### config.mk
export PLATFORM = sky130hd
export DESIGN_NAME = clock_controller
export DESIGN_NICKNAME = d
export VERILOG_FILES = /design/src/rtl/clock_controller.sv
export SDC_FILE = /design/constraint.sdc
export NUM_CORES = 1
export LEC_CHECK = 0
export BUFFER_PORTS_ARGS = -buffer_cell sky130_fd_sc_hd__clkbuf_2
export CAP_MARGIN = 15
export CORE_MARGIN = 2
export CORE_UTILIZATION = 25
export DETAILED_ROUTE_END_ITERATION = 6
export GPL_TIMING_DRIVEN = 0
export PLACE_DENSITY_LB_ADDON = 0.05
export SLEW_MARGIN = 20
export SYNTH_ARGS = -nofsm -noshare
export SYNTH_HDL_FRONTEND = slang
export SYNTH_SLANG_ARGS = --single-unit
### constraint.sdc
create_clock -name clk_i -period 8.9 [get_ports clk_i]
set_input_delay 0.89 -clock clk_i [delete_from_list [all_inputs] [get_ports clk_i]]
set_output_delay 0.89 -clock clk_i [all_outputs]
set_load 0.005 [all_outputs]
### src/rtl/clock_controller.sv
// CPU clock front-end: debounced panel buttons feed a STOPPED/RUNNING/HALTED
// sequencer that issues a one-cycle datapath enable and a panel-rate clock level.
module clock_controller #(
  parameter int DEBOUNCE_CYCLES = 250000,
  parameter int DIV0            = 25000000,
  parameter int DIV1            = 2500000,
  parameter int DIV2            = 250000,
  parameter int DIV3            = 2500
) (
  input  logic       clk_i,
  input  logic       rst,
  input  logic       btn_start_stop_i,
  input  logic       btn_step_i,
  input  logic       btn_speed_i,
  input  logic       halt_i,
  output logic       cpu_ce,
  output logic       cpu_clk,
  output logic       running,
  output logic       halted,
  output logic [1:0] speed_idx
);

  localparam int CNT_W = $clog2(DEBOUNCE_CYCLES + 1);
  localparam logic [CNT_W-1:0] CNT_LAST = CNT_W'(DEBOUNCE_CYCLES - 1);
  localparam int BTN_SS    = 0;
  localparam int BTN_STEP  = 1;
  localparam int BTN_SPEED = 2;

  logic [2:0] btn_raw;
  logic [2:0] press_w;
  logic       step_level;

  assign btn_raw = {btn_speed_i, btn_step_i, btn_start_stop_i};

  generate
    for (genvar gi = 0; gi < 3; gi++) begin : g_btn
      logic             sync0_reg;
      logic             sync1_reg;
      logic             deb_reg;
      logic             deb_prev_reg;
      logic             press_reg;
      logic [CNT_W-1:0] cnt_reg;

      // Level flips only after DEBOUNCE_CYCLES consecutive disagreeing samples.
      always_ff @(posedge clk_i) begin
        if (rst) begin
          sync0_reg    <= 1'b0;
          sync1_reg    <= 1'b0;
          deb_reg      <= 1'b0;
          deb_prev_reg <= 1'b0;
          press_reg    <= 1'b0;
          cnt_reg      <= '0;
        end else begin
          sync0_reg    <= btn_raw[gi];
          sync1_reg    <= sync0_reg;
          deb_prev_reg <= deb_reg;
          press_reg    <= deb_reg & ~deb_prev_reg;
          if (sync1_reg == deb_reg) begin
            cnt_reg <= '0;
          end else if (cnt_reg >= CNT_LAST) begin
            deb_reg <= sync1_reg;
            cnt_reg <= '0;
          end else begin
            cnt_reg <= cnt_reg + 1'b1;
          end
        end
      end

      assign press_w[gi] = press_reg;

      if (gi == BTN_STEP) begin : g_lvl
        assign step_level = deb_reg;
      end
    end
  endgenerate

  logic press_ss;
  logic press_step;
  logic press_speed;

  assign press_ss    = press_w[BTN_SS];
  assign press_step  = press_w[BTN_STEP];
  assign press_speed = press_w[BTN_SPEED];

  function automatic logic [31:0] div_of(input logic [1:0] idx);
    case (idx)
      2'd0:    div_of = 32'(DIV0);
      2'd1:    div_of = 32'(DIV1);
      2'd2:    div_of = 32'(DIV2);
      default: div_of = 32'(DIV3);
    endcase
  endfunction

  typedef enum logic [1:0] {ST_STOPPED, ST_RUNNING, ST_HALTED} state_t;

  state_t      state_reg;
  logic [31:0] count_reg;
  logic [1:0]  speed_reg;
  logic        ce_reg;
  logic        clk_reg;
  logic        running_reg;
  logic        halted_reg;

  logic [1:0]  speed_next;
  logic [31:0] div_cur;
  logic [31:0] div_new;
  logic [31:0] count_run;

  // A speed change restarts the period so the new divider never sees a stale count.
  always_comb begin
    speed_next = press_speed ? speed_reg + 2'd1 : speed_reg;
    div_cur    = div_of(speed_reg);
    div_new    = div_of(speed_next);
    if (press_speed || count_reg >= div_cur - 32'd1) begin
      count_run = '0;
    end else begin
      count_run = count_reg + 32'd1;
    end
  end

  always_ff @(posedge clk_i) begin
    if (rst) begin
      state_reg   <= ST_STOPPED;
      count_reg   <= '0;
      speed_reg   <= 2'd0;
      ce_reg      <= 1'b0;
      clk_reg     <= 1'b0;
      running_reg <= 1'b0;
      halted_reg  <= 1'b0;
    end else begin
      speed_reg <= speed_next;
      ce_reg    <= 1'b0;
      case (state_reg)
        ST_STOPPED: begin
          count_reg <= '0;
          clk_reg   <= step_level;
          if (halt_i) begin
            state_reg  <= ST_HALTED;
            halted_reg <= 1'b1;
            clk_reg    <= 1'b0;
          end else if (press_ss) begin
            state_reg   <= ST_RUNNING;
            running_reg <= 1'b1;
            clk_reg     <= 1'b1;
          end else if (press_step) begin
            ce_reg <= 1'b1;
          end
        end
        ST_RUNNING: begin
          if (halt_i) begin
            state_reg   <= ST_HALTED;
            running_reg <= 1'b0;
            halted_reg  <= 1'b1;
            count_reg   <= '0;
            clk_reg     <= 1'b0;
          end else if (press_ss) begin
            state_reg   <= ST_STOPPED;
            running_reg <= 1'b0;
            count_reg   <= '0;
            clk_reg     <= step_level;
          end else begin
            count_reg <= count_run;
            ce_reg    <= (count_run == div_new - 32'd1);
            clk_reg   <= (count_run < (div_new >> 1));
          end
        end
        default: begin
          count_reg <= '0;
          clk_reg   <= 1'b0;
        end
      endcase
    end
  end

  // Halt must kill an enable already sitting in the output register this cycle.
  assign cpu_ce    = ce_reg & ~halt_i;
  assign cpu_clk   = clk_reg;
  assign running   = running_reg;
  assign halted    = halted_reg;
  assign speed_idx = speed_reg;

endmodule

==> reports/metrics.yaml <==
post-route-period-util_pct: 67.86
cap_violations: 0
end_kind: "flop"
slew_viol_final: 0
clockBufferDepth: 2
die_h_um: 161.3
final_layout_size_suffix_gt1_share_pct: 6.702
overflow: 0
period_needed_ps: 6040
setup_viol: 0
clk_latency_ps: 360
drc_errors: 0
irDropWorstVdd_mv: 0.07478
die_x_um: 161.3
ys_warn_count: 0
grt_util_all_layers_pct: 12.48
cellPowerDensity_mw_per_mm2: 135.3
synthCells: 727
rsz0062_at_grt: "no"
clock-sinks: 109
ant_nets: 0
antenna_found_initial: 0
ys_types: 65
cts_tree: "built"
required_ps: 9110
ys_seq_area_share_pct: 35.26
grt_max_degree: 22
hold_viol: 0
cts_setup_buffers: 0
grt_pass1_vias: 4801
synthFlopType: "dfxtp_1"
dp_slack_ps: 2683
numPortBuffers: 11
tightest_slew_ps: 1002
detail_route.wirelength_mm: 15.70
crit_type: "flop to flop"
layout_commonest_cell: "nor2_1"
root_buffer: "clkbuf_16"
synth_edf_count: 0
ios: 12
post-dp-hpwl_mm: 12.13
largest_reg_flops: 54
cp-start-kind: "flop"
cts_resized: 0
status: "finished clean"
worstPathArrival_ps: 6250
hold_buffers: 0
relSlewSlack_pct: 32.97
crit_fanout: 10
syn_area_per_cell_um2: 8.512
first_pass_iters: 4
ys_ff_latch: 109
most-common-layout-cells: "136 x nor2_1, 109 x dfxtp_1, 60 x ha_1"
p_leak_nw: 2.579
core_mm2: 0.02432
tns_ps: 0
grt_pass1_wl_mm: 25.74
synthArstFlopShare_pct: 0
nets: 822
drtIter0Drc: 257
max_freq_ghz: 0.1656
area_delta_synth_final_pct: 13.22
cts_buffers: 9
hold_ws_ps: 387.7
wl_per_cell_um: 14.47
clk_pin_slew_ps: 90
clock_skew_ps: 12.18
via_per_inst: 4.532
syn-cell-area_mm2: 0.006188
initial_core_util_pct: 25.45
dieArea_mm2: 0.02603
vias: 4917
hp-class: "flop to flop"
rows: 57
power_w: 0.0009477
h-tree-depth: 3
diodes: 0
fin_ws_ps: 2861
gp_congestion: 0.7607
-- stage by stage --
stage	util [%]	instances	cell area [um^2]
2_1_floorplan	-	733	6211
3_3_place_gp	27.43	1068	6671
3_5_place_dp	27.46	1069	6679
4_1_cts	28.81	1085	7007
5_1_grt	28.81	1085	7007
6_report	28.81	1085	7007
-- report_power, final --
group	internal [W]	total [W]	leakage (nW)	switching, W
Sequential	0.000491	0.000493	0.882	0.00000210
Clock	0.000229	0.000443	0.160	0.000213
Combinational	0.00000404	0.0000122	1.54	0.00000813
Total	0.000724	0.000948	2.58	0.000224
-- logic make-up after synthesis --
family	synth area share [%]
AND/OR/NAND/NOR	26.30
flip-flops	35.26
AO/OA/AOI/OAI	10.41
XOR/XNOR	11.32
adder cells (fa/ha/maj)	12.13
buffers and inverters	3.376
multiplexers	1.072
other	0.1214
-- critical path: stages, from the launching register on --
cell	delay, ps
dfxtp_1	600
inv_1	210
ha_1	300
o21ai_0	280
ha_1	210
nor4bb_1	240
and4b_1	290
o211ai_1	100
o211ai_1	610
clkbuf_1	460
clkbuf_1	390
nor2_1	100
ha_1	320
a21o_1	160
a21o_1	170
a211oi_1	320
a311oi_1	150
a211oi_1	310
o311ai_0	180
a221oi_1	500
-- cell usage after synthesis, types with 7 or more instances --
master    count  share of area (%)
nor2_1      136                8.2
dfxtp_1     109                 35
ha_1         60                 12
xor2_1       41                5.8
xnor2_1      39                5.5
nand2_1      38                2.3
nand3_1      37                3.0
inv_1        29                1.8
a21oi_1      27                2.2
and3_1       23                2.3
o21ai_0      19                1.5
nor2b_1      17                1.7
clkbuf_1     16               0.97
nand4_1      15                1.5
nor3_1       11               0.89
nor4_1        9               0.91
a211oi_1      7               0.85
-- final timing paths --
| kind | startpoint | slack [ps] | cells after the start | endpoint |
|---|---|---|---|---|
| max reg2reg | speed_idx[0]$_SDFF_PP0_ | 2860 | 19 | cpu_clk$_SDFF_PP0_ |
| max | speed_idx[0]$_SDFF_PP0_ | 2860 | 19 | cpu_clk$_SDFF_PP0_ |
| min reg2reg | g_btn[0].deb_prev_reg$_SDFF_PP0_ | 390 | 1 | g_btn[0].press_reg$_SDFF_PP0_ |
| min | g_btn[0].deb_prev_reg$_SDFF_PP0_ | 390 | 1 | g_btn[0].press_reg$_SDFF_PP0_ |
-- metal layers --
layer | track usage [%] | wire, um | share of wire [%]
met4 | 3.653 | 164 | 1.0
met5 | 0 | 0 | 0
met1 | 17.97 | 8284 | 53
met2 | 19.44 | 6881 | 44
met3 | 1.618 | 366 | 2.3
-- cell type report --
type / count / area [um^2]
fillers: 2643 / 17310
flip-flops and latches: 109 / 2182
multi-input cells: 572 / 3820
clock inverters: 7 / 102.6
well taps: 324 / 405.4
plain buffers: 23 / 100.1
repair buffers: 12 / 62.56
clock buffers: 9 / 225.2
inverters: 29 / 108.9
Note: power is estimated with default switching activity, not from simulation.
